$ cat config.mk
export PLATFORM = sky130hd
export DESIGN_NAME = ball_engine_flat
export DESIGN_NICKNAME = d
export VERILOG_FILES = /design/src/rtl/pong_pkg.sv /design/src/rtl/ball_engine_if.sv /design/src/rtl/pong_lfsr8.sv /design/src/rtl/ball_engine.sv /design/src/flat_wrapper.sv
export SDC_FILE = /design/constraint.sdc
export NUM_CORES = 1
export LEC_CHECK = 0
export CAP_MARGIN = 10
export CORE_MARGIN = 3
export CORE_UTILIZATION = 29
export DETAILED_ROUTE_END_ITERATION = 12
export GPL_ROUTABILITY_DRIVEN = 0
export GPL_TIMING_DRIVEN = 0
export PLACE_DENSITY = 0.45
export SLEW_MARGIN = 20
export SYNTH_ARGS = -nofsm -noshare
export SYNTH_HDL_FRONTEND = slang
export SYNTH_SLANG_ARGS = --single-unit
$ cat constraint.sdc
create_clock -name clk -period 16.1 [get_ports clk]
set_clock_uncertainty 0.2 [all_clocks]
set_input_delay 4.025 -clock clk [delete_from_list [all_inputs] [get_ports clk]]
set_output_delay 4.025 -clock clk [all_outputs]
set_load 0.05 [all_outputs]
$ cat src/rtl/pong_pkg.sv
// Shared Pong definitions: game/ball/mode codes, ball-engine FSM states,
// debug view and default playfield geometry.
package pong_pkg;

  typedef enum logic [1:0] {
    GS_START = 2'b00,
    GS_SERVE = 2'b01,
    GS_PLAY  = 2'b10,
    GS_DONE  = 2'b11
  } game_state_t;

  typedef enum logic [1:0] {
    BS_PLAYING = 2'b00,
    BS_P1WIN   = 2'b01,
    BS_P2WIN   = 2'b10
  } ball_status_t;

  typedef enum logic [1:0] {
    MODE_PVP      = 2'b00,
    MODE_P_VS_AI  = 2'b01,
    MODE_AI_VS_AI = 2'b10
  } mode_t;

  typedef enum logic [2:0] {
    ST_HOLD,
    ST_WAIT,
    ST_STEP,
    ST_COLLIDE,
    ST_REPORT,
    ST_OUT
  } ball_fsm_t;

  typedef struct packed {
    ball_fsm_t  state;
    logic [7:0] lfsr;
    logic       dir_right;
    logic       dir_down;
    logic [3:0] dy_mag;
  } ball_dbg_t;

  localparam int DEF_H_RES     = 640;
  localparam int DEF_V_RES     = 480;
  localparam int DEF_BALL_SIZE = 8;
  localparam int DEF_PADDLE_W  = 8;
  localparam int DEF_PADDLE_H  = 64;
  localparam int DEF_P1_X      = 16;
  localparam int DEF_P2_X      = 616;
  localparam int DEF_SPEED_X   = 4;
  localparam int DEF_MAX_DY    = 6;

  localparam logic [7:0] LFSR_SEED = 8'hA5;

endpackage

$ cat src/rtl/ball_engine_if.sv
// Ball engine bus: game-FSM and paddle inputs, ball position and status outputs.
interface ball_engine_if;
  import pong_pkg::*;

  // frame_tick is a one-cycle strobe with no backpressure: the engine takes it
  // only while idle between frames and drops it otherwise.
  logic         frame_tick;
  game_state_t  game_state;
  logic         serve;
  logic [9:0]   paddle1_y;
  logic [9:0]   paddle2_y;
  logic [9:0]   ball_x;
  logic [9:0]   ball_y;
  ball_status_t ball_status;

  modport master (
    output frame_tick, game_state, serve, paddle1_y, paddle2_y,
    input  ball_x, ball_y, ball_status
  );

  modport slave (
    input  frame_tick, game_state, serve, paddle1_y, paddle2_y,
    output ball_x, ball_y, ball_status
  );

endinterface

$ cat src/rtl/pong_lfsr8.sv
// 8-bit Fibonacci LFSR (x^8+x^6+x^5+x^4+1), free-running, seeded on reset.
module pong_lfsr8
  import pong_pkg::*;
(
  input  logic       clk,
  input  logic       rst,
  output logic [7:0] out
);

  always_ff @(posedge clk) begin
    if (rst) out <= LFSR_SEED;
    else     out <= {out[6:0], out[7] ^ out[5] ^ out[4] ^ out[3]};
  end

endmodule

$ cat src/rtl/ball_engine.sv
// Frame-stepped Pong ball: move, collide against walls/paddles, report exits.
module ball_engine
  import pong_pkg::*;
#(
  parameter int H_RES     = DEF_H_RES,
  parameter int V_RES     = DEF_V_RES,
  parameter int BALL_SIZE = DEF_BALL_SIZE,
  parameter int PADDLE_W  = DEF_PADDLE_W,
  parameter int PADDLE_H  = DEF_PADDLE_H,
  parameter int P1_X      = DEF_P1_X,
  parameter int P2_X      = DEF_P2_X,
  parameter int SPEED_X   = DEF_SPEED_X,
  parameter int MAX_DY    = DEF_MAX_DY
) (
  input  logic          clk,
  input  logic          rst,
  ball_engine_if.slave  bus,
  output ball_dbg_t     dbg
);

  localparam logic [9:0] CENTER_X    = 10'((H_RES - BALL_SIZE) / 2);
  localparam logic [9:0] CENTER_Y    = 10'((V_RES - BALL_SIZE) / 2);
  localparam logic [9:0] X_LIMIT     = 10'(H_RES - BALL_SIZE);
  localparam logic [9:0] Y_LIMIT     = 10'(V_RES - BALL_SIZE);
  localparam logic [9:0] P1_BOUNCE_X = 10'(P1_X + PADDLE_W);
  localparam logic [9:0] P2_BOUNCE_X = 10'(P2_X - BALL_SIZE);
  localparam logic [3:0] DY_MAX      = 4'(MAX_DY);

  localparam logic signed [10:0] STEP_X    = 11'(SPEED_X);
  localparam logic signed [11:0] X_LIM_S   = 12'(H_RES - BALL_SIZE);
  localparam logic signed [11:0] Y_LIM_S   = 12'(V_RES - BALL_SIZE);
  localparam logic signed [11:0] P1_LEFT   = 12'(P1_X);
  localparam logic signed [11:0] P1_RIGHT  = 12'(P1_X + PADDLE_W);
  localparam logic signed [11:0] P2_LEFT   = 12'(P2_X);
  localparam logic signed [11:0] P2_RIGHT  = 12'(P2_X + PADDLE_W);
  localparam logic signed [11:0] BALL_S    = 12'(BALL_SIZE);
  localparam logic signed [11:0] PAD_H_S   = 12'(PADDLE_H);
  localparam logic signed [11:0] BALL_HALF = 12'(BALL_SIZE / 2);
  localparam logic signed [11:0] PAD_HALF  = 12'(PADDLE_H / 2);
  localparam logic signed [11:0] DY_MAX_S  = 12'(MAX_DY);

  ball_fsm_t         state_q, state_d;
  logic [7:0]        lfsr;
  logic [9:0]        x_q, y_q;
  logic signed [10:0] xn_q, yn_q, x_cur, y_cur, dy_step;
  logic              dir_right, dir_down;
  logic [3:0]        dy_mag, dy_new;
  ball_status_t      pending;
  logic              hold_load, p1_hit, p2_hit, top_hit, bot_hit;
  logic signed [11:0] xw, yw, p1w, p2w, pw, off, off_abs, mag;

  pong_lfsr8 u_lfsr (.clk(clk), .rst(rst), .out(lfsr));

  // State register
  always_ff @(posedge clk) begin
    if (rst) state_q <= ST_HOLD;
    else     state_q <= state_d;
  end

  // Next state: leaving PLAY always wins, from any state
  always_comb begin
    state_d = state_q;
    if (bus.game_state != GS_PLAY) begin
      state_d = ST_HOLD;
    end else begin
      case (state_q)
        ST_HOLD:    state_d = ST_WAIT;
        ST_WAIT:    if (bus.frame_tick) state_d = ST_STEP;
        ST_STEP:    state_d = ST_COLLIDE;
        ST_COLLIDE: state_d = ST_REPORT;
        ST_REPORT:  state_d = (pending != BS_PLAYING) ? ST_OUT : ST_WAIT;
        ST_OUT:     state_d = ST_OUT;
        default:    state_d = ST_HOLD;
      endcase
    end
  end

  // Outputs: status is only driven from the registered pending result in REPORT
  always_comb begin
    bus.ball_status = BS_PLAYING;
    if (state_q == ST_REPORT) bus.ball_status = pending;
  end

  assign bus.ball_x = x_q;
  assign bus.ball_y = y_q;
  assign dbg = '{state: state_q, lfsr: lfsr, dir_right: dir_right,
                 dir_down: dir_down, dy_mag: dy_mag};

  assign x_cur   = signed'({1'b0, x_q});
  assign y_cur   = signed'({1'b0, y_q});
  assign dy_step = signed'({7'b0, dy_mag});
  assign xw      = {xn_q[10], xn_q};
  assign yw      = {yn_q[10], yn_q};
  assign p1w     = {2'b00, bus.paddle1_y};
  assign p2w     = {2'b00, bus.paddle2_y};

  assign p1_hit  = !dir_right && (xw <= P1_RIGHT) && (xw + BALL_S > P1_LEFT) &&
                   (yw + BALL_S > p1w) && (yw < p1w + PAD_H_S);
  assign p2_hit  = dir_right && (xw + BALL_S >= P2_LEFT) && (xw < P2_RIGHT) &&
                   (yw + BALL_S > p2w) && (yw < p2w + PAD_H_S);
  assign top_hit = (yw <= 12'sd0);
  assign bot_hit = (yw >= Y_LIM_S);

  // Bounce angle from where the ball centre meets the paddle centre
  always_comb begin
    pw      = p1_hit ? p1w : p2w;
    off     = (yw + BALL_HALF) - (pw + PAD_HALF);
    off_abs = off[11] ? -off : off;
    mag     = off_abs >>> 3;
    if (mag > DY_MAX_S)       dy_new = DY_MAX;
    else if (mag == 12'sd0)   dy_new = 4'd1;
    else                      dy_new = mag[3:0];
  end

  assign hold_load = (bus.game_state != GS_PLAY) || (state_q == ST_HOLD);

  always_ff @(posedge clk) begin
    if (rst) begin
      x_q       <= CENTER_X;
      y_q       <= CENTER_Y;
      xn_q      <= '0;
      yn_q      <= '0;
      dir_right <= 1'b1;
      dir_down  <= 1'b1;
      dy_mag    <= 4'd1;
      pending   <= BS_PLAYING;
    end else if (hold_load) begin
      x_q       <= CENTER_X;
      y_q       <= CENTER_Y;
      dir_right <= !bus.serve;
      dir_down  <= lfsr[0];
      dy_mag    <= 4'd1;
      pending   <= BS_PLAYING;
    end else begin
      case (state_q)
        ST_STEP: begin
          xn_q <= dir_right ? x_cur + STEP_X : x_cur - STEP_X;
          yn_q <= dir_down  ? y_cur + dy_step : y_cur - dy_step;
        end
        ST_COLLIDE: begin
          pending <= BS_PLAYING;
          if (p1_hit || p2_hit) begin
            x_q       <= p1_hit ? P1_BOUNCE_X : P2_BOUNCE_X;
            dir_right <= p1_hit;
            dy_mag    <= dy_new;
            if (off > 12'sd0)      dir_down <= 1'b1;
            else if (off < 12'sd0) dir_down <= 1'b0;
          end else if (xw <= 12'sd0) begin
            x_q     <= '0;
            pending <= BS_P2WIN;
          end else if (xw >= X_LIM_S) begin
            x_q     <= X_LIMIT;
            pending <= BS_P1WIN;
          end else begin
            x_q <= xn_q[9:0];
          end
          // Wall bounce is assigned last so it overrides a paddle's dir_y
          if (top_hit) begin
            y_q      <= '0;
            dir_down <= 1'b1;
          end else if (bot_hit) begin
            y_q      <= Y_LIMIT;
            dir_down <= 1'b0;
          end else begin
            y_q <= yn_q[9:0];
          end
        end
        default: ;
      endcase
    end
  end

endmodule

$ cat src/flat_wrapper.sv
// flat-port wrapper written by rule: the top's interface ports become plain ports
module ball_engine_flat import pong_pkg::*;
#(
  parameter int H_RES     = DEF_H_RES,
  parameter int V_RES     = DEF_V_RES,
  parameter int BALL_SIZE = DEF_BALL_SIZE,
  parameter int PADDLE_W  = DEF_PADDLE_W,
  parameter int PADDLE_H  = DEF_PADDLE_H,
  parameter int P1_X      = DEF_P1_X,
  parameter int P2_X      = DEF_P2_X,
  parameter int SPEED_X   = DEF_SPEED_X,
  parameter int MAX_DY    = DEF_MAX_DY
)
  (clk, rst, dbg, bus_frame_tick, bus_game_state, bus_serve, bus_paddle1_y, bus_paddle2_y, bus_ball_x, bus_ball_y, bus_ball_status);
  ball_engine_if bus_i ();
  input  logic clk;
  input  logic rst;
  output ball_dbg_t dbg;
  input wire logic [$bits(bus_i.frame_tick)-1:0] bus_frame_tick;
  input wire logic [$bits(bus_i.game_state)-1:0] bus_game_state;
  input wire logic [$bits(bus_i.serve)-1:0] bus_serve;
  input wire logic [$bits(bus_i.paddle1_y)-1:0] bus_paddle1_y;
  input wire logic [$bits(bus_i.paddle2_y)-1:0] bus_paddle2_y;
  output wire logic [$bits(bus_i.ball_x)-1:0] bus_ball_x;
  output wire logic [$bits(bus_i.ball_y)-1:0] bus_ball_y;
  output wire logic [$bits(bus_i.ball_status)-1:0] bus_ball_status;
  assign bus_i.frame_tick = bus_frame_tick;
  assign bus_i.game_state = bus_game_state;
  assign bus_i.serve = bus_serve;
  assign bus_i.paddle1_y = bus_paddle1_y;
  assign bus_i.paddle2_y = bus_paddle2_y;
  assign bus_ball_x = bus_i.ball_x;
  assign bus_ball_y = bus_i.ball_y;
  assign bus_ball_status = bus_i.ball_status;
  ball_engine #(.H_RES(H_RES), .V_RES(V_RES), .BALL_SIZE(BALL_SIZE), .PADDLE_W(PADDLE_W), .PADDLE_H(PADDLE_H), .P1_X(P1_X), .P2_X(P2_X), .SPEED_X(SPEED_X), .MAX_DY(MAX_DY)) u_core (.clk(clk), .rst(rst), .bus(bus_i), .dbg(dbg));
endmodule
* Yosys cells after proc, flatten, opt, wreduce, memory -nomap -nowiden
Index checks and enable logic that the tools add are counted.
** Word-level totals
- Register bits after elaboration :: 61
- Bits of input ports :: 26
- Logic and storage cells :: 102
- Output and inout bits :: 39
** Operators by class
- Add/sub/neg operators :: 12
- Equal/unequal tests :: 7
- Order comparisons :: 15
- Bitwise logic cells :: 4
- Muxes and demuxes :: 29
- Reduce and logical (&&, ||, !) cells :: 25
** Operators by type and width (number)
- $mux W10 :: 7
- $add A11 B5 Y12 const B :: 2
- $gt A12 B11 Y1 :: 2
- $lt A11 B12 Y1 :: 2
- $add A10 B7 Y11 const B :: 2
- $le A11 B1 Y1 const B :: 2
- $mux W11 :: 2
- $pmux W3 S6 :: 1
- $add A11 B4 Y12 const B :: 1
- $add A12 B7 Y12 const B :: 1
- $ge A12 B11 Y1 const B :: 1
- $gt A12 B1 Y1 const B :: 1
- $gt A12 B6 Y1 const B :: 1
- $logic_not A12 Y1 :: 1
- $lt A12 B1 Y1 const B :: 1
- $mux W12 :: 1
- $neg A12 Y12 :: 1
- $sub A12 B12 Y12 :: 1
- $add A10 B3 Y11 const B :: 1
- $add A10 B4 Y11 :: 1
- $ge A11 B10 Y1 const B :: 1
- $ge A11 B11 Y1 const B :: 1
- $le A11 B6 Y1 const B :: 1
- $lt A11 B11 Y1 const B :: 1
- other kinds (23) :: 56

* Logic depth before layout (Yosys ltp)
- Word-level depth :: 16
- Mapped depth :: 26
- Depth with buffers taken out :: 25

* By module
Synthesis repeated with hierarchy kept, for this count alone.
** Unflattened totals
- Cells, all modules :: 681
- Area, all modules :: 5435.2 um^2
** Modules (own cells, without submodules)
- ball_engine :: seq. area each 1061.0 um^2, instances 1, area each 5198.7 um^2, cells an instance 662
- pong_lfsr8 :: seq. area each 160.2 um^2, instances 1, area each 236.5 um^2, cells an instance 19

* Worst setup path after synthesis
Ideal clock, no wire load.
- Path kind :: input to register
- From :: input port bus_paddle1_y[6]
- To :: register u_core.dir_down
- Stages on the path :: 22
- Path slack :: 7.194 ns
- Data arrival time :: 8.587 ns
- Library setup time :: 0.120 ns
- Buffers on the path :: 2
- Required time :: 15.780 ns
- Cell sequence :: ha_1 > xnor2_1 > ha_1 > a21oi_1 > nor3_1 > or4_1 > a2111oi_4 > clkbuf_1 > a21oi_1 > ha_1 > ha_1 > inv_1 > fa_1 > nand2b_1 > a21oi_1 > xor2_1 > or2_2 > buf_1 > nor4_1 > a211oi_1 > or3_1 > o31a_1
** Between the ends
- Word-level cells in the longest chain between the ends :: 13
- Elaborated cells between the ends (all ways) :: 20
- Classes of those cells :: 3 x add/sub; 4 x order compare; 7 x mux; 6 x reduce/logical
** RTL lines
- start, declared :: line flat_wrapper.sv:22 : input wire logic [$bits(bus_i.paddle1_y)-1:0] bus_paddle1_y;
- $add A10 B7 Y11 / $gt A12 B11 Y1 (equally long branches) :: line ball_engine.sv:98 : (yw + BALL_S > p1w) && (yw < p1w + PAD_H_S);
- $lt A11 B12 Y1 / $logic_and A1 B1 Y1 (equally long branches) :: line ball_engine.sv:98, ball_engine.sv:97
- $logic_and A1 B1 Y1 :: line ball_engine.sv:98
- $mux W10 :: line ball_engine.sv:106 : pw = p1_hit ? p1w : p2w;
- $add A12 B7 Y12 :: line ball_engine.sv:107 : off = (yw + BALL_HALF) - (pw + PAD_HALF);
- $sub A12 B12 Y12 :: line ball_engine.sv:107
- $gt A12 B1 Y1 :: line ball_engine.sv:146 : if (off > 12'sd0) dir_down <= 1'b1;
- $mux W1 :: line ball_engine.sv:146
- $mux W1 :: line ball_engine.sv:142 : if (p1_hit || p2_hit) begin
- $mux W1 :: line ball_engine.sv:161 : end else if (bot_hit) begin
- $mux W1 :: line ball_engine.sv:158 : if (top_hit) begin
- $mux W1 :: line ball_engine.sv:135 : case (state_q)
- $mux W1 :: line ball_engine.sv:127 : end else if (hold_load) begin
- end signal, assigned :: line ball_engine.sv:131 : dir_down <= lfsr[0];
- end, declared :: line ball_engine.sv:46 : logic dir_right, dir_down;
Parallel ways exist; a longest one is shown, timed or not. The select of a mux whose other input is x is not followed.
A chain may end at the register's enable or synchronous reset.

* Worst setup path after layout
Ends and elaborated chain as after synthesis.

==> impl_metrics.yaml <==
route:
  first_pass_iters: 4
  initialDrtViolationCount: 311
  wl_um: 17200
  wl_per_cell_um: 17.1
  drc: 0
  vias: 5367
  antenna_left: 0
  avgViaCountPerCell: 5.32
clock_network:
  cts_root_buf: "clkbuf_16"
  cts_tree: "done"
  clk_pin_slew_ps: 50
  cts_made_buffers: 9
  cts_hold_buf: 0
  cts_post_setup_buffers_inserted: 0
  cts.sinks: 61
  cts.path.max_buffers: 2
  htreeDepth: 3
  ctsResizeCount: 0
  clock_latency_ps: 330
floorplanning:
  die_h_um: 143
  fp.dieW_um: 143
  start_util_pct: 29.9
  rows: 49
  boundaryPins: 65
  core_um2: 18200
  die_area_um2: 20500
synthesis:
  synth-main-ff-cell: "dfxtp_1"
  syn_avg_cell_area_um2: 7.80
  synthesis.nets: 807
  asyncSetResetFlopFracSynth_pct: 0
  yosysWarningCount: 0
  ys_seq_area_share_pct: 22.4
  syn_area_um2: 5450
  ys_ff_latch: 61
  synthCells: 699
  synth_edf_count: 0
  synth.distinct_cells: 66
hold_path:
  min_path_type: "register to register"
  hold_depth: 1
worst_setup_path:
  crit_path_end: "u_core.dir_down"
  worst_r2r_startpoint: "u_core.yn_q[3]"
  worstSetupPathType: "primary input to register"
  reg2reg_depth: 22
  startpoint_type: "primary input"
  startpoint: "bus_paddle1_y[6]"
  critPathCaptureType: "register"
  rr_endpoint: "u_core.dir_down"
  required_ps: 16100
  crit_fanout: 10
  cp.arrival_ps: 10190
  reg2reg_slack_ps: 9090
timing:
  slew_violations: 0
  relSlewSlack_pct: 36.5
  finalSetupTns_ps: 0
  finalHoldViolCount: 0
  fin_crit_sh_pct: 63.3
  period_minus_slack_ps: 10190
  holdWs_ps: 236
  worst_slew_pin_slew_ps: 944
  setup_viol: 0
  setup_ws_ps: 5910
  fmax_mhz: 98.2
  rsz0062_at_grt: "no"
grt:
  grt_pass1_vias: 5181
  globalRouteTotalUtil_pct: 16.9
  grt-ovfl-total: 0
  grt_pass1_wl_um: 27400
  antenna_found_initial: 0
  grt_max_degree: 12
outcome:
  outcome: "complete, no violations"
final_layout:
  nNetsFinal: 882
  area.growth.synth_to_final_pct: 23.0
  multi_input_area_um2: 3870
  num-fill-cells: 1889
  stdcell_area_um2: 6700
  drive_above_1_share_pct: 4.62
  regArea_um2: 1220
  n_antenna_cell: 0
  fin_cells: 1008
placement:
  place_area_um2: 6380
  hpwl_um: 13900
  io_buffer_count: 64
  dpl_worst_slack_ps: 5470
  dp_cells: 992
pwr:
  p_leak_nw: 2.71
  power_density_nw_per_um2: 67.8
  max-vdd-ir-drop_uv: 46.0
flow_run:
  maxCapViolations: 0
layout by cell type, fill, tap and decap left out, types with 3 or more instances in the layout:
master / n
o2111ai_1: 4
clkdlybuf4s50_1: 64
a21o_1: 12
o21ai_0: 34
nor2b_1: 8
inv_1: 59
xor2_1: 12
clkbuf_1: 28
o21bai_1: 9
nor3_1: 15
clkbuf_16: 9
a211o_1: 4
and3_1: 7
dfxtp_1: 61
o21a_1: 4
ha_1: 79
or4_1: 6
a211oi_1: 11
a31oi_1: 11
nand4_1: 7
a22oi_1: 3
a21oi_1: 69
nand4b_1: 4
o22ai_1: 4
nand3b_1: 5
a21boi_0: 3
nor4_1: 5
o211ai_1: 4
nand2_1: 74
nand2b_1: 9
or2_2: 6
or3_1: 3
fa_1: 3
nor2_1: 35
o2111a_1: 3
xnor2_1: 29
and2_1: 6
nand3_1: 19
worst max-delay path, stage by stage:
cell and delay [ps]:
clkdlybuf4s50_1 590, nand3_1 130, xnor2_1 170, ha_1 260, a21oi_1 150, nor3_1 60
or4_1 460, a2111oi_4 490, clkbuf_1 400, o21ai_0 180, ha_1 360, inv_1 60
ha_1 280, a211oi_1 400, nor2_1 110, xor2_1 200, or2_2 290, buf_1 160
nor4_1 540, a211oi_1 170, or3_1 370, o31a_1 330
worst min path at each step:
stage	to	start	slack, ps
final	u_core.u_lfsr.out[2]	u_core.u_lfsr.out[1]	240
after floorplan	u_core.pending[0]	u_core.pending[0]	240
after CTS	u_core.u_lfsr.out[2]	u_core.u_lfsr.out[1]	240
after detailed placement	u_core.u_lfsr.out[2]	u_core.u_lfsr.out[1]	230
after global placement	u_core.u_lfsr.out[7]	u_core.u_lfsr.out[6]	220
after global routing	u_core.u_lfsr.out[2]	u_core.u_lfsr.out[1]	250
synth_stat cells (3+ instances only):
cell type	count	area, µm²
a21oi_1	69	345
nand2_1	74	278
nor3_1	15	75.1
nand4b_1	4	35.0
a22oi_1	3	22.5
xnor2_1	29	254
fa_1	3	60.1
xor2_1	12	105
or3_1	3	18.8
o22ai_1	4	25.0
or4_1	6	45.0
inv_1	59	221
and2_1	6	37.5
o2111a_1	3	33.8
nand4_1	7	43.8
clkbuf_1	28	105
nand3b_1	5	37.5
nor4_1	5	31.3
o21bai_1	9	67.6
and3_1	7	43.8
nand3_1	19	95.1
nor2_1	35	131
o2111ai_1	4	35.0
a211oi_1	11	82.6
nand2b_1	9	56.3
a31oi_1	11	68.8
o211ai_1	4	30.0
o21ai_0	34	170
a21o_1	12	90.1
ha_1	79	988
or2_2	6	37.5
dfxtp_1	61	1220
a211o_1	4	35.0
o21a_1	4	30.0
a21boi_0	3	22.5
nor2b_1	8	50.1
flip-flops by register name (all words and copies together), names as in the netlist:
name	cells
u_core.xn_q	11
u_core.yn_q	11
u_core.bus.ball_x	10
u_core.bus.ball_y	10
u_core.u_lfsr.out	8
u_core.dy_mag	4
u_core.state_q	3
u_core.pending	2
u_core.dir_down	1
u_core.dir_right	1
through the flow:
stage | utilization, % | total power [mW]
floorplan | - | 0.221
global placement | 35.0 | 0.246
finish | 36.8 | 0.454
detailed placement | 35.0 | 0.247
global route | 36.8 | 0.476
CTS | 36.8 | 0.460
layout make-up:
| type | count | share of cell area [%] |
|---|---|---|
| Multi-Input combinational cell | 546 | 57.8 |
| Timing Repair Buffer | 64 | 9.56 |
| Sequential cell | 61 | 18.2 |
| Inverter | 59 | 3.30 |
| Clock buffer | 10 | 3.57 |
| Clock inverter | 6 | 1.29 |
| Buffer | 33 | 2.00 |
| Tap cell | 229 | 4.28 |
cell families (layout without fill, tap and decap cells):
logic type | after synthesis | in the layout | synth area share, %
xor+xnor | 41 | 41 | 6.59
flops | 61 | 61 | 22.4
compound gates | 201 | 201 | 24.4
fa+ha+maj | 82 | 82 | 19.2
buf+inv | 92 | 172 | 6.52
mux | 2 | 2 | 0.413
simple gates | 220 | 220 | 20.4
per-layer routing:
metal,track usage [%],share of wire (%)
met2,26.9,45
met5,0,0
met4,4.85,1.7
met3,2.85,5.6
met1,23.4,48
report_power, final:
group	internal [mW]	total, mW	switching (mW)
Sequential	0.154	0.156	0.00227
Clock	0.139	0.210	0.0706
Combinational	0.0377	0.0887	0.0510
Power figures use the tool's default switching activity.
